### src/rtl/arb_txn_mux5.sv
// arb_txn_mux5: grant-driven burst sequencer between the 5-way arbiter and a shared memory port (optional stall timeout: ARB_TXN_MUX_TIMEOUT_EN)
module arb_txn_mux5 #(
    parameter int AW = 16,
    parameter int DW = 16,
    parameter int LW = 8,
    parameter int TMO_CYC = 255
) (
    input  logic            CLK,
    input  logic            XRST,
    input  logic [4:0]      GNT,
    output logic            ACK,
    input  logic [5*AW-1:0] CH_ADDR,
    input  logic [5*LW-1:0] CH_LEN,
    input  logic [4:0]      CH_WE,
    input  logic [5*DW-1:0] CH_WDATA,
    output logic [4:0]      CH_BEAT,
    output logic [4:0]      CH_DONE,
    output logic [DW-1:0]   CH_RDATA,
    output logic            M_VALID,
    input  logic            M_READY,
    output logic [AW-1:0]   M_ADDR,
    output logic            M_WE,
    output logic [DW-1:0]   M_WDATA,
    input  logic [DW-1:0]   M_RDATA,
    output logic            BUSY,
    output logic            ERR
);
    typedef enum logic [1:0] {IDLE, BURST, DONE, WAIT} state_t;
    state_t        state, state_nx;
    logic [2:0]    idx, gnt_idx;
    logic [AW-1:0] addr;
    logic [LW-1:0] cnt;
    logic          we, beat, tmo;

    // lowest set grant bit wins, so a non-one-hot grant still selects one requester
    always_comb gnt_idx = GNT[0] ? 3'd0 : GNT[1] ? 3'd1 : GNT[2] ? 3'd2 : GNT[3] ? 3'd3 : 3'd4;

    assign beat = (state == BURST) && M_READY;

`ifdef ARB_TXN_MUX_TIMEOUT_EN
    localparam int TW = $clog2(TMO_CYC + 1);
    logic [TW-1:0] stall;
    logic          err;
    // consecutive unaccepted beat requests; any accepted beat or leaving BURST clears it
    always_ff @(posedge CLK)
        if (!XRST || state != BURST || M_READY) stall <= '0;
        else stall <= stall + 1'b1;
    assign tmo = (state == BURST) && !M_READY && (stall == TW'(TMO_CYC - 1));
    // timeout flag stays set until reset
    always_ff @(posedge CLK)
        if (!XRST) err <= 1'b0;
        else if (tmo) err <= 1'b1;
    assign ERR = err;
`else
    assign tmo = 1'b0;
    assign ERR = 1'b0;
`endif

    // state register
    always_ff @(posedge CLK)
        if (!XRST) state <= IDLE;
        else state <= state_nx;

    // burst context: captured from the granted channel in IDLE, stepped on each accepted beat
    always_ff @(posedge CLK)
        if (!XRST) begin
            idx  <= '0;
            addr <= '0;
            cnt  <= '0;
            we   <= 1'b0;
        end else if (state == IDLE && |GNT) begin
            idx  <= gnt_idx;
            addr <= CH_ADDR[gnt_idx*AW +: AW];
            cnt  <= CH_LEN[gnt_idx*LW +: LW];
            we   <= CH_WE[gnt_idx];
        end else if (beat) begin
            addr <= addr + 1'b1;
            cnt  <= cnt - 1'b1;
        end

    // next state: WAIT holds until the arbiter drops the grant so it is never re-latched
    always_comb begin
        state_nx = state;
        case (state)
            IDLE:    state_nx = |GNT ? BURST : IDLE;
            BURST:   state_nx = ((beat && cnt == '0) || tmo) ? DONE : BURST;
            DONE:    state_nx = WAIT;
            default: state_nx = (GNT == '0) ? IDLE : WAIT;
        endcase
    end

    // outputs decode from registered state only, so GNT never reaches the M_* port combinationally
    always_comb begin
        M_VALID  = state == BURST;
        M_ADDR   = addr;
        M_WE     = we;
        M_WDATA  = CH_WDATA[idx*DW +: DW];
        CH_BEAT  = beat ? 5'(5'd1 << idx) : 5'd0;
        ACK      = state == DONE;
        CH_DONE  = (state == DONE) ? 5'(5'd1 << idx) : 5'd0;
        CH_RDATA = M_RDATA;
        BUSY     = state != IDLE;
    end
endmodule

### config.mk
export PLATFORM = sky130hd
export DESIGN_NAME = arb_txn_mux5
export DESIGN_NICKNAME = d
export VERILOG_FILES = /design/src/rtl/arb_txn_mux5.sv
export SDC_FILE = /design/constraint.sdc
export NUM_CORES = 1
export LEC_CHECK = 0
export ABC_AREA = 1
export BUFFER_PORTS_ARGS = -buffer_cell sky130_fd_sc_hd__buf_2
export CORE_MARGIN = 5
export CORE_UTILIZATION = 25
export DETAILED_ROUTE_END_ITERATION = 12
export GPL_TIMING_DRIVEN = 0
export SYNTH_ARGS = -nofsm -noshare
export SYNTH_HDL_FRONTEND = slang
export SYNTH_SLANG_ARGS = --single-unit
### constraint.sdc
create_clock -name CLK -period 3.6 [get_ports CLK]
set_input_delay 0.72 -clock CLK [delete_from_list [all_inputs] [get_ports CLK]]
set_output_delay 0.72 -clock CLK [all_outputs]
set_load 0.01 [all_outputs]
==> results of run 1 <==
-- area by class of cell --
| cell class | instances | area share (%) |
|---|---|---|
| multi-input combinational | 584 | 45.1 |
| tap | 211 | 4.61 |
| buffer | 56 | 5.60 |
| timing repair buffer | 274 | 24.0 |
| clock inverter | 1 | 0.0875 |
| clock buffer | 7 | 2.49 |
| inverter | 116 | 7.65 |
| sequential | 30 | 10.5 |
-- cell usage in the layout (no fill, tap or decap), types with 3 or more instances in the layout --
cell | Yosys | final
clkbuf_1 | 19 | 20
nand3_1 | 99 | 99
buf_6 | 3 | 3
clkbuf_16 | 0 | 5
nor3_1 | 14 | 14
nand2_2 | 3 | 3
nand2_1 | 310 | 310
o21ai_0 | 38 | 38
nand3b_1 | 3 | 3
a21oi_1 | 28 | 28
nand4_1 | 23 | 23
buf_2 | 13 | 287
dfxtp_1 | 30 | 30
buf_4 | 19 | 19
nor2_1 | 47 | 47
inv_1 | 112 | 112
-- critical path: cells and delay by family (launching register included) --
family,cells,cell delay [ps]
and+or+nand+nor,2,760
DFF,1,340
buffers and inverters,4,890
-- cell families (layout without fill, tap and decap cells) --
group,after synthesis,after routing,share of synthesized area [%]
XOR/XNOR,2,2,0.445
AND/OR/NAND/NOR,501,501,53.7
AO/OA/AOI/OAI,78,78,10.6
buffers and inverters,172,454,19.3
other,1,1,0.0952
adder cells (fa/ha/maj),2,2,0.635
flip-flops,30,30,15.2
-- where the power goes --
group / internal [mW] / switching (mW) / leakage, nW
registers: 0.373 / 0.0450 / 0.249
logic: 0.309 / 0.457 / 3.07
clock network: 0.274 / 0.149 / 0.0739
-- flip-flops by register name, summed over array words and instances (netlist names) --
signal and count:
M_WE 1, idx 3, state 2, M_ADDR 16, cnt 8
-- path summary, 6_finish.rpt --
path	start	cells past startpoint	end
setup / recovery	idx[0]$_SDFFE_PN0P_	6	CH_BEAT[1]
hold / removal	M_WE$_SDFFE_PN0P_	2	M_WE$_SDFFE_PN0P_
setup reg to reg	M_ADDR[0]$_SDFFE_PN0P_	10	M_ADDR[14]$_SDFFE_PN0P_
hold reg to reg	M_WE$_SDFFE_PN0P_	2	M_WE$_SDFFE_PN0P_
-- metal layers --
layer  vias to the layer above  track usage (%)  share of wire (%)
li1                       3013                -                  -
met2                       255             34.8                 49
met1                      2470             23.0                 40
met5                         -                0                  0
met4                         0             4.70                2.0
met3                        21             3.94                8.7
-- per-stage QoR --
step                      std cells  setup slack, ps  power, mW
final                          1279              607       1.61
after global routing           1279              455       1.73
after CTS                      1279              592       1.61
after detailed placement       1271              893       1.19
after global placement         1271              902       1.19
after floorplan                 786             1500      0.853
==> impl_metrics.ini, run 1 <==
[synth]
yosysTopAreaCell = nand2_1
dominantRegCellSynth = dfxtp_1
synthCells = 786
synth_top_area_share_pct = 29.5
synth.avg_cell_area_um2 = 5.01
ys_types = 33
synth-edff-count = 0
synth-seq-cells = 30
yosysWarnings = 0
ys_async_sr_fraction_pct = 0
ys_seq_area_share_pct = 15.2
yosysMostFrequentCell = nand2_1
synth_area_leaders = nand2_1 (30%), dfxtp_1 (15%), nand3_1 (13%), inv_1 (11%), o21ai_0 (4.8%)
syn-num-nets = 1017
synth_common_cells = nand2_1 (310), inv_1 (112), nand3_1 (99)
syn_area_mm2 = 0.00394

[placed_design]
dpl.hpwl_um = 15700
post_dp_cell_area_mm2 = 0.00557
port_buffers = 274
gp_congestion = 0.910

[finish]
diodes = 0
final_nets = 1298
fin_area_mm2 = 0.00572
n_fill_cell = 1812
multi_input_area_mm2 = 0.00258
drive_gt1_share_pct = 30.3
fin_util_pct = 37.4
syn2layout_area_growth_pct = 45.3
ff_latch_area_um2 = 601

[critical_path]
arrival_ps = 2270
cp_cell_sequence = inv_1 > nor2_1 > clkbuf_1 > inv_1 > nor3_1 > buf_2
crit_path_end_kind = output port
crit_path_max_incr_delay_ps = 530
r2r_slack_ps = 1820
worstPathMaxFanout = 10
crit_path_start_kind = flop
critPathRequiredTime_ps = 2880
crit_top_cell = inv_1
criticalPathCategory = flop to output port
cp_slowest_cell = nor2_1

[grt]
grtUsageTotal_pct = 19.2
grt_pass1_wl_um = 28200
grt_pass1_vias = 5627
overflow = 0
antenna_found_initial = 0
grt_max_degree = 11

[sta]
finalSetupViolCount = 0
finalSetupTns_ps = 0
final.min_clock_period_ps = 2990
rsz0062_at_grt = no
fin_crit_sh_pct = 83.1
hold_violations = 0
fin_skew_ps = 5.47
maxSlewHeadroom_pct = 53.8
worstMarginPinSlew_ps = 690
max_freq_mhz = 334
holdWs_ps = 469
slew_viol_final = 0

[floorplanning]
rows = 45
die_width_um = 136
fp.coreArea_mm2 = 0.0153
ioPinCount = 292
start_util_pct = 25.7
die_area_mm2 = 0.0184
die_h_um = 136

[pwr]
peakVddDrop_mv = 0.170
leakage_nw = 3.39
p_per_area_mw_per_mm2 = 281

[outcome]
status = finished, final reports clean

[detailed_routing]
dr.pass1.iters = 5
ant_nets = 0
wl_per_cell_um = 14.6
vias_per_cell = 4.50
wl_um = 18600
drcViolationCount = 0
drt_iter0_markers = 349
via_count = 5759

[clock_tree]
postCtsSetupBuffers = 0
clkLatencyLatePin_ps = 280
cts_buffer_depth = 2
root_buffer = clkbuf_16
cts.htree.levels = 2
tritoncts = yes
clock-sinks = 30
cts.clk_slew.worst_paths_ps = 50
hold_buffers = 0
ctsResizeCount = 0
cts_buffers = 5

[flow_run]
cap_violations = 0

[hold_path]
hold_class = flop to flop
Note: power is estimated with default switching activity, not from simulation.
==> inputs of run 2 (changes only) <==
==> constraint.sdc (replaced) <==
create_clock -name CLK -period 2.4 [get_ports CLK]
set_input_delay 0.48 -clock CLK [delete_from_list [all_inputs] [get_ports CLK]]
set_output_delay 0.48 -clock CLK [all_outputs]
set_load 0.01 [all_outputs]
==> impl_metrics.ini, run 2 (synthesis results as in run 1) <==
[critical_path]
r2r_cells = 10
worstPathMaxFanout = 16
r2r_slack_ps = 570
arrival_ps = 1810
cp_cell_sequence = inv_1 > nand2_1 > clkinvlp_4 > nand2_1 > nand4_1 > nand2_1 > nand2_1 > buf_2
critPathRequiredTime_ps = 1920
crit_path_end_kind = output port
crit_path_start_kind = flop
criticalPathCategory = flop to output port
r2r_start = state[0]$_SDFF_PN0_
crit_start = idx[0]$_SDFFE_PN0P_
worstSetupEndpoint = M_WDATA[15]
crit_path_max_incr_delay_ps = 350
crit_top_cell = nand2_1
cp_slowest_cell = dfxtp_1
rr_endpoint = cnt[7]$_SDFFE_PN0P_

[finish]
mostFrequentLayoutCells = nand2_1 (310), buf_2 (287), inv_1 (110)
final_nets = 1294
final_common_cell = nand2_1
drive_gt1_share_pct = 31.3
largest_reg_flops = 16
diodes = 0
syn2layout_area_growth_pct = 45.6

[detailed_routing]
wl_met1_um = 7430
via_count = 5775
ant_nets = 0
drt_iter0_markers = 328
wl_um = 18600
drcViolationCount = 0
wl_met3_um = 1590
dr.pass1.iters = 5
wl_met2_um = 9220
top_layer = met4
vias_per_cell = 4.53
wl_per_cell_um = 14.6

[clock_tree]
clock-sinks = 30
cts.htree.levels = 2
cts.clk_slew.worst_paths_ps = 50
cts_buffers = 5
root_buffer = clkbuf_16
clkLatencyLatePin_ps = 270
postCtsSetupBuffers = 0
cts_buffer_depth = 2
tritoncts = yes

[placed_design]
gp_congestion = 0.910
dpl.hpwl_um = 15700
port_buffers = 274

[pwr]
leakage_nw = 3.38
power_frac_comb_pct = 47.6
p_int_mw = 1.44
peakVddDrop_mv = 0.255
swShare_pct = 40.5
p_clk_share_pct = 26.2
pwr-share-seq_pct = 26.2
power.switching_mw = 0.978
p_per_area_mw_per_mm2 = 421
p_total_mw = 2.41

[sta]
holdWs_ps = 468
max_freq_mhz = 438
finalSetupViolCount = 0
rsz0062_at_grt = no
fin_crit_sh_pct = 95.2
slew_viol_final = 0
maxSlewHeadroom_pct = 62.0
fin_skew_ps = 4.79
worstMarginPinSlew_ps = 570
final.min_clock_period_ps = 2290
hold_violations = 0

[floorplanning]
rows = 45
ioPinCount = 292
die_h_um = 136
start_util_pct = 25.7
die_area_mm2 = 0.0184
fp.coreArea_mm2 = 0.0153
die_width_um = 136

[grt]
overflow = 0
grtUsageTotal_pct = 19.1
grt_pass1_wl_um = 28200
grt_pass1_vias = 5620
antenna_found_initial = 0
grt_max_degree = 17

[outcome]
status = finished, final reports clean

[hold_path]
hold_class = flop to flop

[flow_run]
cap_violations = 0
## run 2: worst min path at each step
stage,from,end,slack (ps),depth (start not counted)
floorplan,idx[0]$_SDFFE_PN0P_,idx[0]$_SDFFE_PN0P_,490,2
global placement,M_WE$_SDFFE_PN0P_,M_WE$_SDFFE_PN0P_,460,2
detailed placement,M_WE$_SDFFE_PN0P_,M_WE$_SDFFE_PN0P_,460,2
CTS,M_WE$_SDFFE_PN0P_,M_WE$_SDFFE_PN0P_,470,2
global route,M_WE$_SDFFE_PN0P_,M_WE$_SDFFE_PN0P_,510,2
finish,M_WE$_SDFFE_PN0P_,M_WE$_SDFFE_PN0P_,470,2
## run 2: worst max-delay path: cells and delay by family, from the launching register on
| kind | cells | cell delay (ps) |
|---|---|---|
| flops | 1 | 350 |
| buf+inv | 3 | 610 |
| simple gates | 5 | 580 |
## run 2: timing repair
item | 4_1_cts | 5_1_grt
gates resized for setup | 4 | 7
endpoints found under the setup margin | 12 | 16
hold buffers | 0 | 0
## run 2: metrics by stage
stage | cell area [um^2] | utilization, % | setup TNS [ps] | cells | setup slack [ps]
5_1_grt | 5730 | 37.4 | 0 | 1275 | 15.7
6_report | 5730 | 37.4 | 0 | 1275 | 115
4_1_cts | 5720 | 37.4 | 0 | 1277 | 9.13
2_1_floorplan | 3940 | - | 0 | 786 | 571
3_3_place_gp | 5570 | 36.4 | -175 | 1271 | -58.5
3_5_place_dp | 5570 | 36.4 | -135 | 1271 | -66.8
## run 2: routing by layer
| layer | up-vias | global-route usage, % |
|---|---|---|
| met5 | - | 0 |
| met4 | 0 | 4.54 |
| met3 | 19 | 3.90 |
| met2 | 251 | 34.9 |
| met1 | 2499 | 22.9 |
| li1 | 3006 | - |
## run 2: power by group through the flow
stage | clock [mW] | sequential, mW | combinational [mW]
global placement | 0 | 0.635 | 1.14
floorplan | 0 | 0.633 | 0.646
global route | 0.664 | 0.643 | 1.30
detailed placement | 0 | 0.637 | 1.15
CTS | 0.641 | 0.627 | 1.15
finish | 0.632 | 0.632 | 1.15
## run 2: area by class of cell
cell class / count / area [um^2]
fill: 1814 / 9580
multi-input combinational: 584 / 2590
timing repair buffer: 274 / 1370
sequential: 30 / 601
inverter: 116 / 449
buffer: 52 / 310
tap: 211 / 264
clock buffer: 7 / 143
clock inverter: 1 / 5.00
==> inputs of run 3 (changes only) <==
==> constraint.sdc (replaced) <==
create_clock -name CLK -period 2.5 [get_ports CLK]
set_input_delay 0.5 -clock CLK [delete_from_list [all_inputs] [get_ports CLK]]
set_output_delay 0.5 -clock CLK [all_outputs]
set_load 0.01 [all_outputs]
==> impl_metrics.ini, run 3 (synthesis results as in run 1) <==
[sta]
finalSetupViolCount = 0
fin_crit_sh_pct = 96.5
layout_setup_ws_ps = 87.5
final.min_clock_period_ps = 2410
slew_viol_final = 0
maxSlewHeadroom_pct = 61.5
rsz0062_at_grt = yes
max_freq_mhz = 415
fin_skew_ps = 5.18
worstMarginPinSlew_ps = 577
hold_violations = 0

[finish]
instances_no_fill = 1276
drive_gt1_share_pct = 30.9
syn2layout_area_growth_pct = 45.2
final_common_cell = nand2_1
multi_input_area_mm2 = 0.00258
diodes = 0
n_fill_cell = 1816
ff_latch_area_um2 = 601
final_nets = 1295
fin_util_pct = 37.4
mostFrequentLayoutCells = nand2_1 (310), buf_2 (287), inv_1 (112)
largest_reg_flops = 16

[clock_tree]
postCtsSetupBuffers = 0
tritoncts = yes
cts_buffer_depth = 2
cts.htree.levels = 2
hold_buffers = 0
clock-sinks = 30
cts_buffers = 5
root_buffer = clkbuf_16
clkLatencyLatePin_ps = 270
cts.clk_slew.worst_paths_ps = 50

[critical_path]
path_buf_inv = 4
r2r_start = M_ADDR[0]$_SDFFE_PN0P_
worstSetupEndpoint = CH_BEAT[1]
cp_cell_sequence = inv_1 > nor2_2 > clkbuf_2 > inv_1 > nor3_1 > buf_2
criticalPathCategory = flop to output port
crit_path_max_incr_delay_ps = 340
crit_family = buffers and inverters
r2r_slack_ps = 710
arrival_ps = 1910
cp.depth = 6
cp_slowest_cell = dfxtp_1
crit_top_cell = inv_1
rr_endpoint = M_ADDR[14]$_SDFFE_PN0P_
crit_path_start_kind = flop
r2r_cells = 10
crit_start = idx[0]$_SDFFE_PN0P_
worstPathMaxFanout = 10
crit_path_end_kind = output port
critPathRequiredTime_ps = 2000

[outcome]
status = finished, final reports clean

[detailed_routing]
ant_nets = 0
drcViolationCount = 0
wl_um = 18700
dr.pass1.iters = 5
via_count = 5802
drt_iter0_markers = 349
vias_per_cell = 4.55
wl_per_cell_um = 14.6

[floorplanning]
rows = 45
start_util_pct = 25.7
die_width_um = 136
die_h_um = 136
ioPinCount = 292
die_area_mm2 = 0.0184
fp.coreArea_mm2 = 0.0153

[placed_design]
dp_cells = 1271
dpl.hpwl_um = 15700
dp_slack_ps = 13.2
gp_congestion = 0.910
port_buffers = 274

[pwr]
leakage_nw = 3.40
peakVddDrop_mv = 0.244
p_per_area_mw_per_mm2 = 404
p_total_mw = 2.31

[grt]
grt_pass1_vias = 5622
grt_pass1_wl_um = 28200
overflow = 0
grtUsageTotal_pct = 19.1
grt_max_degree = 17
antenna_found_initial = 0

[hold_path]
hold_class = flop to flop

[flow_run]
cap_violations = 0
[run 3: cell count changes in the layout (fill, tap and decap cells not counted), sizes merged]
cell,change
buf,+1
clkinvlp,-2
inv,+2
[run 3: how the worst min path moves through the flow]
| stage | startpoint | end | slack [ps] | depth (start not counted) |
|---|---|---|---|---|
| 2_1_floorplan | idx[0]$_SDFFE_PN0P_ | idx[0]$_SDFFE_PN0P_ | 490 | 2 |
| 5_1_grt | M_WE$_SDFFE_PN0P_ | M_WE$_SDFFE_PN0P_ | 510 | 2 |
| 3_3_place_gp | M_WE$_SDFFE_PN0P_ | M_WE$_SDFFE_PN0P_ | 460 | 2 |
| 6_report | M_WE$_SDFFE_PN0P_ | M_WE$_SDFFE_PN0P_ | 470 | 2 |
| 3_5_place_dp | M_WE$_SDFFE_PN0P_ | M_WE$_SDFFE_PN0P_ | 460 | 2 |
| 4_1_cts | M_WE$_SDFFE_PN0P_ | M_WE$_SDFFE_PN0P_ | 470 | 2 |
[run 3: metrics by stage]
stage / instance area, um^2 / hold slack, ps / TNS, ps
after detailed placement: 5570 / 463 / 0
after global placement: 5570 / 459 / 0
after CTS: 5720 / 473 / 0
final: 5720 / 467 / 0
after floorplan: 3940 / 486 / 0
after global routing: 5720 / 507 / -58.5
[run 3: cell type report]
| type | instances | area share [%] |
|---|---|---|
| repair buffers | 274 | 24.0 |
| well taps | 211 | 4.62 |
| clock buffers | 7 | 2.49 |
| plain buffers | 53 | 5.47 |
| inverters | 116 | 7.72 |
| clock inverters | 1 | 0.0875 |
| multi-input cells | 584 | 45.1 |
| flip-flops and latches | 30 | 10.5 |
[run 3: power by group]
group	total, mW	switching, mW	leakage [nW]	internal, mW
Combinational	1.10	0.657	3.08	0.446
Sequential	0.605	0.0684	0.249	0.537
Clock	0.606	0.212	0.0739	0.394
[run 3: what timing repair did]
item / 4_1_cts / 5_1_grt
gates cloned: 0 / 0
setup endpoints to repair: 12 / 8
gates resized for setup: 3 / 4
[run 3: per-layer routing]
layer / share of wire [%] / track usage [%] / up-vias
met5: 0 / 0 / -
met4: 2.0 / 4.70 / 0
met3: 8.8 / 3.94 / 21
met2: 49 / 34.8 / 270
met1: 40 / 22.9 / 2503
li1: - / - / 3008
[run 3: tightest hold or removal path, delay by kind of cell (launching register included)]
| kind | cells | cell delay, ps |
|---|---|---|
| flops | 1 | 300 |
| compound gates | 1 | 60 |
| simple gates | 1 | 60 |
